[src/rtl/operand_result_buffer.sv]
// Operand/result store between the controller and the PE/systolic engines, with a valid/ready result streamer.
// Optional macro OPRESBUF_DROP_CNT_EN adds drop_cnt_o, a saturating count of dropped result writes.
module operand_result_buffer #(
  parameter  int DATA_W    = 8,
  parameter  int IN_DIM    = 4,
  parameter  int FLT_DIM   = 3,
  parameter  int RES_CH    = 3,
  parameter  int RES_ELEMS = 4,
  localparam int CH_W      = (RES_CH > 1) ? $clog2(RES_CH) : 1,
  localparam int IDX_W     = (RES_ELEMS > 1) ? $clog2(RES_ELEMS) : 1,
  localparam int A_W       = IN_DIM * IN_DIM * DATA_W,
  localparam int B_W       = FLT_DIM * FLT_DIM * DATA_W,
  localparam int SLOT_W    = RES_ELEMS * DATA_W,
  localparam int RES_W     = RES_CH * SLOT_W
) (
  input  logic              clk,
  input  logic              reset,
  input  logic              run_valid_i,
  input  logic [A_W-1:0]    a_flat_i,
  input  logic [B_W-1:0]    b_flat_i,
  output logic              done_capture,
  output logic [A_W-1:0]    a_flat_o,
  output logic [B_W-1:0]    b_flat_o,
  input  logic [RES_CH-1:0] res_valid_i,
  input  logic [SLOT_W-1:0] res_data_i,
  output logic [RES_W-1:0]  res_flat_o,
  output logic [RES_CH-1:0] res_full_o,
  input  logic              rd_start_i,
  input  logic [CH_W-1:0]   rd_ch_i,
  output logic              rd_valid_o,
  input  logic              rd_ready_i,
  output logic [DATA_W-1:0] rd_data_o,
  output logic              rd_last_o,
  output logic              rd_busy_o,
  output logic              err_o
`ifdef OPRESBUF_DROP_CNT_EN
  ,
  output logic [7:0]        drop_cnt_o
`endif
);

  typedef enum logic [0:0] {IDLE = 1'b0, STREAM = 1'b1} state_t;

  localparam logic [IDX_W-1:0] LAST_IDX = IDX_W'(RES_ELEMS - 1);

  state_t              state_r, state_n;
  logic [CH_W-1:0]     ch_r, ch_n;
  logic [IDX_W-1:0]    idx_r, idx_n;
  logic [A_W-1:0]      a_r;
  logic [B_W-1:0]      b_r;
  logic                done_r;
  logic [RES_W-1:0]    res_r, res_n;
  logic [RES_CH-1:0]   full_r, full_n;
  logic                rd_valid_r, rd_valid_n;
  logic                rd_last_r, rd_last_n;
  logic [DATA_W-1:0]   rd_data_r, rd_data_n;
  logic                err_r, err_n;

  logic                wr_found_s;
  logic [CH_W-1:0]     wr_ch_s;
  logic [7:0]          pop_s;
  logic                stream_hit_s;
  logic                wr_en_s;
  logic                rd_ch_ok_s;
  logic                accept_s;

  // Write arbitration: lowest set strobe wins, count of all strobes for drop accounting
  always_comb begin
    wr_found_s = 1'b0;
    wr_ch_s    = {CH_W{1'b0}};
    pop_s      = 8'd0;
    for (int k = 0; k < RES_CH; k++) begin
      wr_ch_s    = (res_valid_i[k] && !wr_found_s) ? CH_W'(k) : wr_ch_s;
      wr_found_s = wr_found_s | res_valid_i[k];
      pop_s      = pop_s + 8'(res_valid_i[k]);
    end
    stream_hit_s = wr_found_s && (state_r == STREAM) && (wr_ch_s == ch_r);
    wr_en_s      = wr_found_s && !stream_hit_s;
    rd_ch_ok_s   = ({1'b0, rd_ch_i} < (CH_W + 1)'(RES_CH));
    accept_s     = (state_r == STREAM) && rd_valid_r && rd_ready_i;
  end

  // Next-state for result slots, read FSM, registered read outputs and error flag
  always_comb begin
    res_n   = res_r;
    full_n  = full_r;
    state_n = state_r;
    ch_n    = ch_r;
    idx_n   = idx_r;
    if (wr_en_s) begin
      res_n[int'(wr_ch_s)*SLOT_W +: SLOT_W] = res_data_i;
      full_n[wr_ch_s]                       = 1'b1;
    end else begin
      res_n = res_r;
    end
    case (state_r)
      IDLE: begin
        if (rd_start_i && rd_ch_ok_s) begin
          state_n = STREAM;
          ch_n    = rd_ch_i;
          idx_n   = {IDX_W{1'b0}};
        end else begin
          state_n = IDLE;
        end
      end
      STREAM: begin
        if (accept_s && (idx_r == LAST_IDX)) begin
          state_n        = IDLE;
          idx_n          = {IDX_W{1'b0}};
          full_n[ch_r]   = 1'b0;
        end else if (accept_s) begin
          idx_n = idx_r + IDX_W'(1);
        end else begin
          state_n = STREAM;
        end
      end
      default: begin
        state_n = IDLE;
        idx_n   = {IDX_W{1'b0}};
      end
    endcase
    // Data is taken from the post-write slot image so a stream starting alongside a write sees the new data
    rd_valid_n = (state_n == STREAM);
    rd_last_n  = rd_valid_n && (idx_n == LAST_IDX);
    rd_data_n  = rd_valid_n ? res_n[(int'(ch_n)*RES_ELEMS + int'(idx_n))*DATA_W +: DATA_W]
                            : {DATA_W{1'b0}};
    err_n      = err_r | (pop_s > 8'd1) | stream_hit_s |
                 ((state_r == IDLE) && rd_start_i && !rd_ch_ok_s);
  end

  // State and storage registers
  always_ff @(posedge clk or posedge reset) begin
    if (reset) begin
      state_r    <= IDLE;
      ch_r       <= {CH_W{1'b0}};
      idx_r      <= {IDX_W{1'b0}};
      a_r        <= {A_W{1'b0}};
      b_r        <= {B_W{1'b0}};
      done_r     <= 1'b0;
      res_r      <= {RES_W{1'b0}};
      full_r     <= {RES_CH{1'b0}};
      rd_valid_r <= 1'b0;
      rd_last_r  <= 1'b0;
      rd_data_r  <= {DATA_W{1'b0}};
      err_r      <= 1'b0;
    end else begin
      state_r    <= state_n;
      ch_r       <= ch_n;
      idx_r      <= idx_n;
      done_r     <= run_valid_i;
      if (run_valid_i) begin
        a_r <= a_flat_i;
        b_r <= b_flat_i;
      end else begin
        a_r <= a_r;
        b_r <= b_r;
      end
      res_r      <= res_n;
      full_r     <= full_n;
      rd_valid_r <= rd_valid_n;
      rd_last_r  <= rd_last_n;
      rd_data_r  <= rd_data_n;
      err_r      <= err_n;
    end
  end

`ifdef OPRESBUF_DROP_CNT_EN
  logic [7:0] drops_s;
  logic [8:0] drop_sum_s;
  logic [7:0] drop_cnt_r;

  // Saturating count of dropped writes: every strobe that did not load a slot
  always_comb begin
    drops_s    = pop_s - (wr_en_s ? 8'd1 : 8'd0);
    drop_sum_s = {1'b0, drop_cnt_r} + {1'b0, drops_s};
  end

  // Drop counter register
  always_ff @(posedge clk or posedge reset) begin
    if (reset) begin
      drop_cnt_r <= 8'd0;
    end else begin
      drop_cnt_r <= drop_sum_s[8] ? 8'hFF : drop_sum_s[7:0];
    end
  end

  assign drop_cnt_o = drop_cnt_r;
`endif

  assign done_capture = done_r;
  assign a_flat_o     = a_r;
  assign b_flat_o     = b_r;
  assign res_flat_o   = res_r;
  assign res_full_o   = full_r;
  assign rd_valid_o   = rd_valid_r;
  assign rd_last_o    = rd_last_r;
  assign rd_data_o    = rd_data_r;
  assign rd_busy_o    = (state_r == STREAM);
  assign err_o        = err_r;

endmodule
[config.mk]
export PLATFORM = sky130hd
export DESIGN_NAME = operand_result_buffer
export DESIGN_NICKNAME = d
export VERILOG_FILES = /design/src/rtl/operand_result_buffer.sv
export SDC_FILE = /design/constraint.sdc
export NUM_CORES = 1
export LEC_CHECK = 0
export CAP_MARGIN = 0
export CORE_AREA = 2 2 213 215
export CTS_CLUSTER_DIAMETER = 80
export DETAILED_ROUTE_END_ITERATION = 8
export DIE_AREA = 0 0 215 217
export DONT_BUFFER_PORTS = 1
export PLACE_DENSITY = 0.5
export SYNTH_ARGS = -nofsm -noshare
export SYNTH_HDL_FRONTEND = slang
export SYNTH_SLANG_ARGS = --single-unit
[constraint.sdc]
create_clock -name clk -period 15.74 [get_ports clk]
set_input_delay 2.361 -clock clk [delete_from_list [all_inputs] [get_ports clk]]
set_output_delay 2.361 -clock clk [all_outputs]
set_load 0.01 [all_outputs]
==> summary by stage <==
Status
The flow ran to the end, and the final reports show no timing, DRC or antenna violations.

Flow run
The max capacitance violation total is 0.

Setup path
In this run the worst path has a maximum fanout of 22. The arrival time of the worst setup path is 4.67 ns. The startpoint kind of the worst setup timing path is a primary input.

The worst flop-to-flop path startpoint is rd_valid_o$_DFF_PP0_. The worst setup path is of the primary input to flip-flop kind. The sort of element at the end of the critical path is a flip-flop.

For the worst setup path, the data required time is 16.16 ns. The critical path starts at res_valid_i[1].

Global routing
Summed over all layers, the global routing overflow is 0. For this run, the total global-route usage over all layers was measured as 0.1636. The met2 track demand over resource in global routing is 0.2742. The initial antenna violation count is 4. The layer flagged by global routing as most heavily used is met2. Entering global routing, the biggest net connects 202 pins. For met3 alone, demand over resource in global routing was 0.06499.

The first-pass GRT wire length is 57.86 mm. The met1 track demand over resource in global routing is 0.1891. The number of global-route vias before repair was 8405.

Logic synthesis
The post-synthesis instance area is 13150 um^2. In this run the mean area of a mapped cell was 13.27 um^2. The most area-hungry cell type in the Yosys netlist is dfrtp_1.

The commonest cells after synthesis are dfrtp_1 (315), mux2_2 (239), nor2_1 (64). In the synthesized netlist the async set-or-reset flop fraction comes to 1.000. After synthesis, the netlist uses 48 different library cells. The share of the Yosys chip area taken by registers is 0.5995. The share of the synthesized area in the top cell type is 0.5995.

The post-synthesis sequential element count is 315. Yosys instantiated no cell more often than dfrtp_1. Yosys mapped a number of flops with a built-in enable equal to 0. Yosys attributes the largest share of cell area to dfrtp_1 (60%), mux2_2 (20%), o211ai_1 (3.1%). The count of yosys warnings during synthesis is 0. The top flip-flop cell by instance count after synthesis is dfrtp_1. The instance count of the mapped netlist is 991. The number of nets produced by synthesis is 1235.

Place
Once detailed placement completed, the half-perimeter wirelength came to 29.43 mm. Routability-driven placement finished with a final weighted congestion of 0.8116. The count of port buffers added during placement is 0.

Routing
The count of nets left with antenna violations once routing finished came out at 0. The number of remaining DRC errors is 0. For this block, the routed nets add up to 39.39 mm of wire. The via count of the routed design is 8042. The number of iterations in the first detailed-routing pass is 4.

The wire length per cell is 24.54 um. The detailed router's first-iteration violation count is 467. Using the TritonRoute via totals, the vias-per-cell ratio works out to 5.011.

CTS
The number of hold buffers added after cts is 0. TritonCTS built the clock tree. The clock buffer count from CTS is 37. CTS built an H-tree with a depth of 2. The total of cells resized after clock tree synthesis is 0. Clock tree synthesis selected as its root buffer the cell clkbuf_16. After clock tree synthesis, the clock-pin slew on the worst setup and hold paths is 0.06 ns. The post-CTS repair timing setup buffer count is 0. The clock insertion delay at the later pin of the skew report is 0.55 ns. The maximum root-to-sink buffer count is 3. The clock net in this run drives a total of 315 sinks.

Power
In this run the power density over the cells is 185.3 nW/um^2. The leakage power summed over all cells is 0.006129 uW. Across the VDD grid, the largest voltage drop is 99.77 uV.

STA
The time the worst path needs with I/O delays and setup is 4.250 ns. The relative slew slack is 0.2171. The number of slew-limit violations in the final report is 0.

Dividing the final minimum period by the clock period gives 0.2700. In the final timing run, aggregate negative setup slack is 0 ns. Setup repair after global routing left no endpoint under its margin. The number of endpoints with negative hold slack in the final report is 0. The clock arrives with 0.01104 ns of skew. At the pin with the least slew margin, the transition time is 1.170 ns.

Across all hold checks on the routed design, the worst slack comes to 0.5779 ns. The final setup violation count is 0. The achievable clock frequency is 235.3 MHz.

Floorplan
The region available for standard cell placement spans 44700 um^2. The placement row count is 78. For this configuration, the core starts out at a cell density of 0.2942. The floorplan step set the die width to 215 um. During I/O placement, the number of pins put on the boundary was 554.

In this run the vertical extent of the chip is 217 um. The floorplan step defined a die boundary enclosing 46660 um^2.

Layout
At the end of the flow, the number of nets in the layout was 1220. The ratio of cells with drive above 1 in the final layout is 0.3220. The area growth from synthesis to layout is 13.81%.

Min path
The worst hold path begins at a_flat_o[22]$_DFFE_PP0P_. The path class of the tightest hold or removal check is flip-flop to flip-flop.
-- layout by cell type (no fill, tap or decap), types with 4 or more instances in the layout --
| master | count |
|---|---|
| a211oi_1 | 29 |
| a21boi_0 | 15 |
| a21oi_1 | 31 |
| buf_4 | 12 |
| clkbuf_1 | 8 |
| clkbuf_16 | 39 |
| clkbuf_8 | 10 |
| dfrtp_1 | 315 |
| mux2_2 | 239 |
| mux2i_1 | 21 |
| nand2_1 | 31 |
| nand3_1 | 28 |
| nand4_1 | 7 |
| nor2_1 | 64 |
| nor2b_1 | 5 |
| nor4_1 | 4 |
| o211ai_1 | 55 |
| o21ai_0 | 25 |
| o21ai_1 | 4 |
| or3_1 | 7 |
-- stage by stage --
stage,area (um^2),util,total power (uW),setup WS (ns),std cells
finish,14960,0.3348,2773,11.49,1605
global route,14960,0.3347,2932,11.06,1604
CTS,14960,0.3347,2811,11.41,1603
detailed placement,13730,0.3071,1929,10.82,1537
global placement,13730,0.3071,1920,10.86,1537
floorplan,13150,-,1704,4.664,991
-- power breakdown --
part	internal [uW]	switching (uW)	total, uW	leakage (uW)
logic	269	355	624	0.00185
registers	997	287	1280	0.00367
clock network	519	346	864	0.000607
-- state kept, by name (all words and copies together) (netlist names) --
register,cells
a_flat_o,128
res_flat_o,96
b_flat_o,72
rd_data_o,8
res_full_o,3
ch_r,2
idx_r,2
done_capture,1
err_o,1
rd_last_o,1
rd_valid_o,1
-- area by class of cell --
class | count | area (um^2)
fill | 4453 | 29730
sequential | 315 | 7883
multi-input combinational | 605 | 4976
clock buffer | 57 | 1144
tap | 600 | 750.7
clock inverter | 9 | 90.09
timing repair buffer | 12 | 90.09
inverter | 5 | 26.28
antenna | 2 | 5.005
-- path summary, 6_finish.rpt --
path | to | slack, ns | cells after the start
worst min register to register | a_flat_o[22]$_DFFE_PP0P_ | 0.58 | 1
worst max-delay path | rd_data_o[0]$_DFF_PP0_ | 11.49 | 7
max in group asynchronous | b_flat_o[33]$_DFFE_PP0P_ | 11.54 | 3
worst max register to register | rd_data_o[0]$_DFF_PP0_ | 11.96 | 6
min in group asynchronous | b_flat_o[3]$_DFFE_PP0P_ | 1.81 | 1
worst min-delay path | a_flat_o[22]$_DFFE_PP0P_ | 0.58 | 1
-- metal layers --
metal	vias up	routed length, um
met5	-	23
met4	4	1166
met1	4008	14860
met3	63	4016
li1	3596	-
met2	371	19320
-- cells by family (layout without fill, tap and decap cells) --
logic type / count (synthesis) / count (layout) / share of synthesized area
multiplexers: 262 / 262 / 0.2232
flip-flops: 315 / 315 / 0.5995
buffers and inverters: 71 / 83 / 0.02303
AO/OA/AOI/OAI: 172 / 172 / 0.08897
other: 0 / 2 / 0
adder cells (fa/ha/maj): 2 / 2 / 0.001903
AND/OR/NAND/NOR: 169 / 169 / 0.06337
-- critical path: stages --
cell and delay (ns):
nor3b_2 0.15, buf_4 0.25, nand2_1 0.64, mux2_2 0.55, o211ai_1 0.19, nand4_1 0.13
or3_1 0.37
Note: power is estimated with default switching activity, not from simulation.
